## src/rtl/ps2_scan_decoder.sv

```systemverilog
// ps2_scan_decoder: turns the PS/2 Set-2 scan byte stream into key events.
//
// Collapses E0 / F0 / E0 F0 prefixes into one {code, ext, release} event, swallows the
// eight-byte E1 pause sequence after emitting a single E1 event, and buffers events in a
// show-ahead FIFO. It also tracks the held state of the four arrow keys and the last
// make code.
//
// Ports:
//   CLOCK_50      in   system clock
//   resetn        in   asynchronous active-low reset
//   byte_valid    in   one-cycle strobe qualifying byte_data / frame_err
//   byte_data     in   received scan byte
//   frame_err     in   framing/parity error on this byte
//   event_ready   in   consumer accepts the head event
//   event_valid   out  FIFO not empty
//   event_code    out  head event code (0 when empty)
//   event_ext     out  head event had an E0 prefix
//   event_release out  head event had an F0 prefix
//   fifo_count    out  number of entries held
//   overflow      out  sticky: an event was dropped on a full FIFO
//   err_seen      out  sticky: a frame_err byte was received
//   arrows_held   out  [0] up, [1] down, [2] left, [3] right
//   last_make     out  code of the most recent make event
module ps2_scan_decoder #(
  parameter int unsigned DEPTH = 8
) (
  input  logic                     CLOCK_50,
  input  logic                     resetn,
  input  logic                     byte_valid,
  input  logic [7:0]               byte_data,
  input  logic                     frame_err,
  input  logic                     event_ready,
  output logic                     event_valid,
  output logic [7:0]               event_code,
  output logic                     event_ext,
  output logic                     event_release,
  output logic [$clog2(DEPTH):0]   fifo_count,
  output logic                     overflow,
  output logic                     err_seen,
  output logic [3:0]               arrows_held,
  output logic [7:0]               last_make
);

  localparam int unsigned AW = $clog2(DEPTH);
  localparam int unsigned CW = AW + 1;
  localparam logic [CW-1:0] FullCount = CW'(DEPTH);

  typedef enum logic [2:0] {StIdle, StPreE0, StPreF0, StPreE0F0, StSkipPause} state_e;

  state_e state_q, state_d;
  logic [2:0] skip_q, skip_d;
  logic       emit;
  logic [7:0] ev_code;
  logic       ev_ext, ev_rel;

  // Make/break codes E0 12 and E0 59 are the "fake shift" bytes some keyboards insert.
  logic fake_shift;
  assign fake_shift = (byte_data == 8'h12) || (byte_data == 8'h59);

  always_comb begin
    state_d = state_q;
    skip_d  = skip_q;
    emit    = 1'b0;
    ev_code = byte_data;
    ev_ext  = 1'b0;
    ev_rel  = 1'b0;
    if (byte_valid) begin
      if (frame_err) begin
        state_d = StIdle;
        skip_d  = '0;
      end else begin
        unique case (state_q)
          StIdle: begin
            case (byte_data)
              8'hE0: state_d = StPreE0;
              8'hF0: state_d = StPreF0;
              8'hE1: begin
                emit    = 1'b1;
                skip_d  = 3'd7;
                state_d = StSkipPause;
              end
              8'h00, 8'hAA, 8'hEE, 8'hFA, 8'hFE, 8'hFF: ;
              default: emit = 1'b1;
            endcase
          end
          StPreE0: begin
            if (byte_data == 8'hF0) begin
              state_d = StPreE0F0;
            end else if (byte_data != 8'hE0) begin
              state_d = StIdle;
              emit    = !fake_shift;
              ev_ext  = 1'b1;
            end
          end
          StPreF0: begin
            state_d = StIdle;
            emit    = 1'b1;
            ev_rel  = 1'b1;
          end
          StPreE0F0: begin
            state_d = StIdle;
            emit    = !fake_shift;
            ev_ext  = 1'b1;
            ev_rel  = 1'b1;
          end
          StSkipPause: begin
            if (skip_q <= 3'd1) begin
              skip_d  = '0;
              state_d = StIdle;
            end else begin
              skip_d = skip_q - 3'd1;
            end
          end
          default: state_d = StIdle;
        endcase
      end
    end
  end

  // Arrow tracking and last make code.
  logic [3:0] arrow_hit;
  logic [3:0] arrows_q, arrows_d;
  logic [7:0] last_make_q, last_make_d;

  always_comb begin
    arrow_hit = 4'b0000;
    case (ev_code)
      8'h75: arrow_hit = 4'b0001;
      8'h72: arrow_hit = 4'b0010;
      8'h6B: arrow_hit = 4'b0100;
      8'h74: arrow_hit = 4'b1000;
      default: arrow_hit = 4'b0000;
    endcase
    arrows_d    = arrows_q;
    last_make_d = last_make_q;
    if (emit && ev_ext) begin
      arrows_d = ev_rel ? (arrows_q & ~arrow_hit) : (arrows_q | arrow_hit);
    end
    if (emit && !ev_rel) begin
      last_make_d = ev_code;
    end
  end

  // Event FIFO: entries are {ext, rel, code}.
  logic [9:0]    mem_q [DEPTH];
  logic [AW-1:0] wr_ptr_q, rd_ptr_q;
  logic [CW-1:0] count_q, count_d;
  logic          pop, push_ok, full;
  logic          overflow_q, err_q;
  logic [9:0]    head;

  assign full    = (count_q == FullCount);
  assign pop     = event_valid && event_ready;
  assign push_ok = emit && (!full || pop);

  always_comb begin
    count_d = count_q;
    case ({push_ok, pop})
      2'b10:   count_d = count_q + CW'(1);
      2'b01:   count_d = count_q - CW'(1);
      default: count_d = count_q;
    endcase
  end

  always_ff @(posedge CLOCK_50) begin
    if (push_ok) begin
      mem_q[wr_ptr_q] <= {ev_ext, ev_rel, ev_code};
    end
  end

  always_ff @(posedge CLOCK_50 or negedge resetn) begin
    if (!resetn) begin
      state_q     <= StIdle;
      skip_q      <= '0;
      wr_ptr_q    <= '0;
      rd_ptr_q    <= '0;
      count_q     <= '0;
      overflow_q  <= 1'b0;
      err_q       <= 1'b0;
      arrows_q    <= '0;
      last_make_q <= '0;
    end else begin
      state_q     <= state_d;
      skip_q      <= skip_d;
      count_q     <= count_d;
      arrows_q    <= arrows_d;
      last_make_q <= last_make_d;
      if (push_ok) wr_ptr_q <= wr_ptr_q + AW'(1);
      if (pop)     rd_ptr_q <= rd_ptr_q + AW'(1);
      if (emit && !push_ok) overflow_q <= 1'b1;
      if (byte_valid && frame_err) err_q <= 1'b1;
    end
  end

  assign head          = mem_q[rd_ptr_q];
  assign event_valid   = (count_q != '0);
  assign event_code    = event_valid ? head[7:0] : 8'h00;
  assign event_release = event_valid ? head[8] : 1'b0;
  assign event_ext     = event_valid ? head[9] : 1'b0;
  assign fifo_count    = count_q;
  assign overflow      = overflow_q;
  assign err_seen      = err_q;
  assign arrows_held   = arrows_q;
  assign last_make     = last_make_q;

endmodule

```

## config.mk

```make
export PLATFORM = sky130hd
export DESIGN_NAME = ps2_scan_decoder
export DESIGN_NICKNAME = d
export VERILOG_FILES = /design/src/rtl/ps2_scan_decoder.sv
export SDC_FILE = /design/constraint.sdc
export NUM_CORES = 1
export LEC_CHECK = 0
export BUFFER_PORTS_ARGS = -buffer_cell sky130_fd_sc_hd__buf_2
export CAP_MARGIN = 0
export CORE_MARGIN = 2
export CORE_UTILIZATION = 60
export CTS_CLUSTER_DIAMETER = 80
export DETAILED_ROUTE_END_ITERATION = 10
export PLACE_DENSITY = 0.8
export SLEW_MARGIN = 20
export SYNTH_ARGS = -nofsm -noshare
export SYNTH_HDL_FRONTEND = slang
export SYNTH_SLANG_ARGS = --single-unit
```

## constraint.sdc

```tcl
create_clock -name CLOCK_50 -period 7.4 [get_ports CLOCK_50]
set_input_delay 0.74 -clock CLOCK_50 [delete_from_list [all_inputs] [get_ports CLOCK_50]]
set_output_delay 0.74 -clock CLOCK_50 [all_outputs]
set_load 0.05 [all_outputs]
```

Yosys cells after proc, flatten, opt, wreduce, memory -nomap -nowiden
Memories as Yosys holds them, arrays and structs flattened.
Index checks and enable logic that the tools add are counted.

storage, ports and cells
  register bits after elaboration = 30
  memories kept = 1
  logic and storage cells = 98
  memory bits (writable) = 80

memory list
  name   words  bits a word  read ports  clocked after Yosys merged registers in  write ports  RTL line  text
  mem_q  8      10           1           0                                        1            145       logic [9:0] mem_q [DEPTH];

operators by class
  eq/ne operators = 26
  mux-type cells = 32
  bitwise gates (word level) = 3
  reduce and logical (&&, ||, !) cells = 21
  $lt $le $gt $ge = 1
  add/subtract/negate cells = 5

operator list
  cell                                                   number
  equality test 8 bit, second input constant             8
  equality test 8 x 7 -> 1 bit, second input constant    5
  two-way mux 3 bit                                      7
  one-hot mux 3 bit (3 select lines)                     2
  two-way mux 1 bit                                      16
  one-hot mux 4 bit (4 select lines)                     1
  equality test 8 x 5 -> 1 bit, second input constant    1
  zero test 8 bit                                        1
  two-way mux 8 bit                                      1
  inequality test 8 bit, second input constant           1
  one-hot mux 4 bit (2 select lines)                     1
  OR reduction 8 bit                                     1
  adder 3 x 1 -> 3 bit, second input constant            2
  equality test 3 x 2 -> 1 bit, second input constant    2
  logical AND 1 bit                                      6
  one-hot mux 3 bit (2 select lines)                     1
  inequality test 5 x 3 -> 1 bit, second input constant  1
  adder 4 x 1 -> 4 bit, second input constant            1
  bitwise AND 4 bit                                      1
  equality test 4 bit, second input constant             1
  zero test 1 bit                                        4
  two-way mux 4 bit                                      1
  inequality test 4 bit, second input constant           1
  NOT 4 bit                                              1
  other kinds (20)                                       21

Longest topological paths before layout
  depth after elaboration = 11
  depth in mapped cells = 12
  mapped depth without buffers = 11

Least setup slack after synthesis
Ideal clock, no wire load.

  kind = input -> register
  start point = input byte_data[3]
  end point = memory mem_q[3][0] (enable)
  cell stages on the path = 8
  path slack = 3,922 ps
  setup time = 392 ps
  arrival time = 3,086 ps
  data required time = 7,008 ps
  buffers on the path = 1
  path through = clkbuf_2 > or4_4 > nor4_4 > a2111oi_1 > a211oi_4 > nor2_2 > nand3_1 > nor3b_1

between the ends
  cells in the longest elaborated chain, start to end = 11

RTL lines
  element                                                                              RTL line  text
  from (decl)                                                                          30        input logic [7:0] byte_data,
  equality test 8 x 5 -> 1 bit / equality test 8 x 7 -> 1 bit (equally long branches)  58        assign fake_shift = (byte_data == 8'h12) || (byte_data == 8'h59);
  logical OR 1 bit                                                                     58
  zero test 1 bit                                                                      91, 102
  two-way mux 1 bit                                                                    89        end else if (byte_data != 8'hE0) begin
  two-way mux 1 bit                                                                    87        if (byte_data == 8'hF0) begin
  one-hot mux 1 bit (4 select lines) *                                                 72        unique case (state_q)
  two-way mux 1 bit *                                                                  68        if (frame_err) begin
  two-way mux 1 bit *                                                                  67        if (byte_valid) begin
  logical AND 1 bit *                                                                  154       assign push_ok = emit && (!full || pop);
  two-way mux 1 bit *                                                                  166       if (push_ok) begin
  two-way mux 1 bit (implied by the code) *                                            167       mem_q[wr_ptr_q] <= {ev_ext, ev_rel, ev_code};
  to (decl)                                                                            145

Mark *: on every way between the ends. The rest lies on a longest branch, timed or not.

Worst setup path after layout
  start point = input byte_data[3]
  end point = memory mem_q[7][5] (enable)

The elaborated chain is that of the path after synthesis.

==> metrics.md <==
| Metric | Value |
|---|---|
| Global routing usage summed across all routing layers | `~23%` |
| Post-synthesis area per instance | `15.6 µm²` |
| Count of standard-cell rows | `32` |
| Most common cell after layout, fill and taps aside | `edfxtp_1` |
| Slew @ Worst Pin | `1010 ps` |
| PortBufs | `41` |
| Leakage power | `1.96 nW` |
| Area of combinational cells with multiple inputs | `1570 µm²` |
| Sort of element at the start of the critical path | `input port` |
| Crit path max-delay family | `simple AND/OR/NAND/NOR gates` |
| Count of nets after finishing | `~370` |
| DIE HEIGHT | `~93 µm` |
| Core outline area | `7730 µm²` |
| Max stage delay cell, worst path | `nor2_1` |
| Pin count of the biggest net entering global routing | `31` |
| Htree depth | `3` |
| Estimated wirelength of the detail-placed design | `6.21 mm` |
| Sequential Area | `3150 µm²` |
| Final core occ | `around 69%` |
| TritonCTS clock tree | `built` |
| Post-synth design cell area | `4790 µm²` |
| Post-Route Skew | `7.45 ps` |
| Largest stage delay, worst path | `800 ps` |
| First-pass GRT wire length | `14.4 mm` |
| Sequential cell area fraction in the yosys report | `65.8%` |
| Required time of the critical path | `7390 ps` |
| Setup TNS after final layout | `0 ps` |
| Wire per inst | `between 15 and 20 µm` |
| Post CTS Setup Buffer Count | `0` |
| Die span in x | `93.4 µm` |
| Count of state elements after synthesis | `110` |
| Total of hold buffers inserted after clock tree synthesis | `0` |
| Count of flip-flops with a built-in enable after synthesis | `80` |
| GP Congestion | `slightly above 0.8` |
| Tightest slew margin relative to the limit | `around 33%` |
| Initial core utilization | `62.0%` |
| Ratio of final minimum period to clock period | `45.5%` |
| Gate Count Post-Synth | `307` |
| Post-detailed-placement cell area | `between 5000 and 6000 µm²` |
| Number of detailed-route iterations in the first pass | `4` |
| Cell-by-cell listing of the critical path | `buf_2 > or4_4 > nor4_4 > a2111oi_1 > a211oi_4 > nor2_2 > nand3_1 > nor2_1` |
| Die Footprint | `8720 µm²` |
| Total grt overflow | `0` |
| Maximum capacitance violations | `0` |
| Path class of the lowest-slack min-delay path | `in -> async` |
| Area Growth Syn to Fin | `11.6%` |
| Largest fanout on the critical path | `18` |
| Final cell area excluding filler cells | `approximately 5400 µm²` |
| Max Transition Viols Final | `0` |
| Number of top-level pins | `42` |
| Via count | `between 2000 and 3000` |
| Number of global-route vias before repair | `~2800` |
| Count of unique library cells instantiated by Yosys | `53` |
| Leading cell types in the layout, fill and taps excluded | `edfxtp_1, buf_2, dfrtp_1` |
| Clock tree buffer depth | `2` |
| Synthesis Warnings | `0` |
| Setup repair after global routing missed its margin | `no` |
| Post-route ant nets | `0` |
| Number of setup violations in the final report | `0` |
| Result of the run | `finished, final reports clean` |
| Final hold viol count | `0` |
| Clock-pin slew on the worst setup and hold paths | `100 ps` |
| Kind of critical path | `in -> reg` |
| Number of buffer and inverter instances along the worst setup path | `1` |
| Total nets after synthesis | `approximately 330` |
| Number of clock sinks seen by CTS | `between 100 and 150` |
| Peak ir drop on the vdd network | `~200 µV` |
| Data arrival time of the worst path | `3350 ps` |
| Final antenna diode count | `0` |
| Fin crit period | `between 3000 and 4000 ps` |
| Vias per Instance | `6.00` |
| DR DRC count | `0` |
| First-iteration detailed-routing DRC count | `232` |
| Number of gates resized after CTS | `0` |
| Routed wire length | `9.07 mm` |
| Pwr Density | `about 360 nW/µm²` |
| Fmax | `approximately 300 MHz` |
| Primary flip-flop cell chosen by synthesis mapping | `edfxtp_1` |
| Number of antenna violations at the first check in global routing | `0` |
| Clk Latency, worst-skew pair | `360 ps` |
| Buffer type at the clock tree root | `clkbuf_8` |
| Setup crit end kind | `register` |
| CTS buffer count | `9` |
| Share of flip-flops with an asynchronous set or reset | `about 27%` |
| Share of layout cells above drive strength 1 | `~29%` |
| Number of fill cells | `between 500 and 600` |
[Yosys cell counts (all sizes together) (4+ instances only)]
| cell | count | area share, % |
|---|---|---|
| edfxtp | 80 | 50 |
| dfrtp | 30 | 16 |
| nor2 | 22 | 1.8 |
| mux4 | 20 | 9.4 |
| nand2 | 19 | 1.5 |
| nor3 | 12 | 1.4 |
| mux2 | 11 | 2.7 |
| mux2i | 11 | 2.3 |
| clkbuf | 8 | 0.65 |
| inv | 8 | 0.63 |
| nand3 | 7 | 0.73 |
| o21ai | 7 | 0.73 |
| ha | 5 | 1.3 |
| nor3b | 5 | 0.78 |
| xnor2 | 5 | 0.91 |
| a22o | 4 | 0.73 |
| buf | 4 | 0.31 |
[per-stage QoR]
stage / hold WS [ps] / cells / setup WS [ps] / power, mW
2_1_floorplan: 444 / 307 / 3920 / 1.40
3_3_place_gp: 435 / 446 / 3720 / 1.56
3_5_place_dp: 462 / 446 / 3590 / 1.58
4_1_cts: 420 / 462 / 3980 / 1.93
5_1_grt: 454 / 462 / 3810 / 2.01
6_report: 399 / 462 / 4040 / 1.92
[worst reg2reg max path: stages, from the launching register on]
cell	delay, ps
dfrtp_1	510
nor2_1	370
nor4b_1	460
a211oi_4	150
nor2_2	310
nand3_1	210
nor2_1	800
[metal layers]
layer / track usage (%) / routed length (µm) / share of wire (%)
met1: 29.5 / 3760 / 41
met2: 39.2 / 4740 / 52
met3: 3.71 / 494 / 5.4
met4: 6.86 / 75 / 0.83
met5: 0 / 0 / 0
[power breakdown]
part / switching, mW / internal (mW)
logic: 0.466 / 0.264
clock network: 0.200 / 0.162
registers: 0.0919 / 0.732
[sequential cells by signal, summed over array words and instances, names as in the netlist, named ones only]
name        flops
mem_q          80
overflow        1
state_q         3
rd_ptr_q        3
wr_ptr_q        3
last_make       8
fifo_count      4
skip_q          3
err_seen        1
[layout make-up]
cell class                 instances  area share [%]
clock buffer                       9            2.31
tap                              102            2.38
inverter                           8           0.561
timing repair buffer              49            4.96
clock inverter                     7            1.52
sequential                       110            58.9
multi-input combinational        177            29.3
[final timing paths]
check                                       start                        end  slack (ps)  depth (start not counted)
setup / recovery                     byte_data[3]      mem_q[7][5]$_DFFE_PP_        4040                          8
setup reg to reg           state_q[1]$_DFFE_PN0P_      mem_q[7][5]$_DFFE_PP_        4220                          6
hold / removal                             resetn  fifo_count[0]$_DFFE_PN0P_         400                          1
min in group CLOCK_50        err_seen$_DFFE_PN0P_       err_seen$_DFFE_PN0P_         480                          1
hold reg to reg              err_seen$_DFFE_PN0P_       err_seen$_DFFE_PN0P_         480                          1
max in group asynchronous                  resetn                  async pin        6570                          1
[cell families after synthesis]
| logic type | share of synthesized area [%] |
|---|---|
| DFF | 65.8 |
| and+or+nand+nor | 10.8 |
| muxes | 14.4 |
| AOI/OAI and AO/OA | 4.93 |
| buffers and inverters | 1.59 |
| xor gates and xnor gates | 1.28 |
| adders and majority gates | 1.31 |
Note: power is estimated with default switching activity, not from simulation.
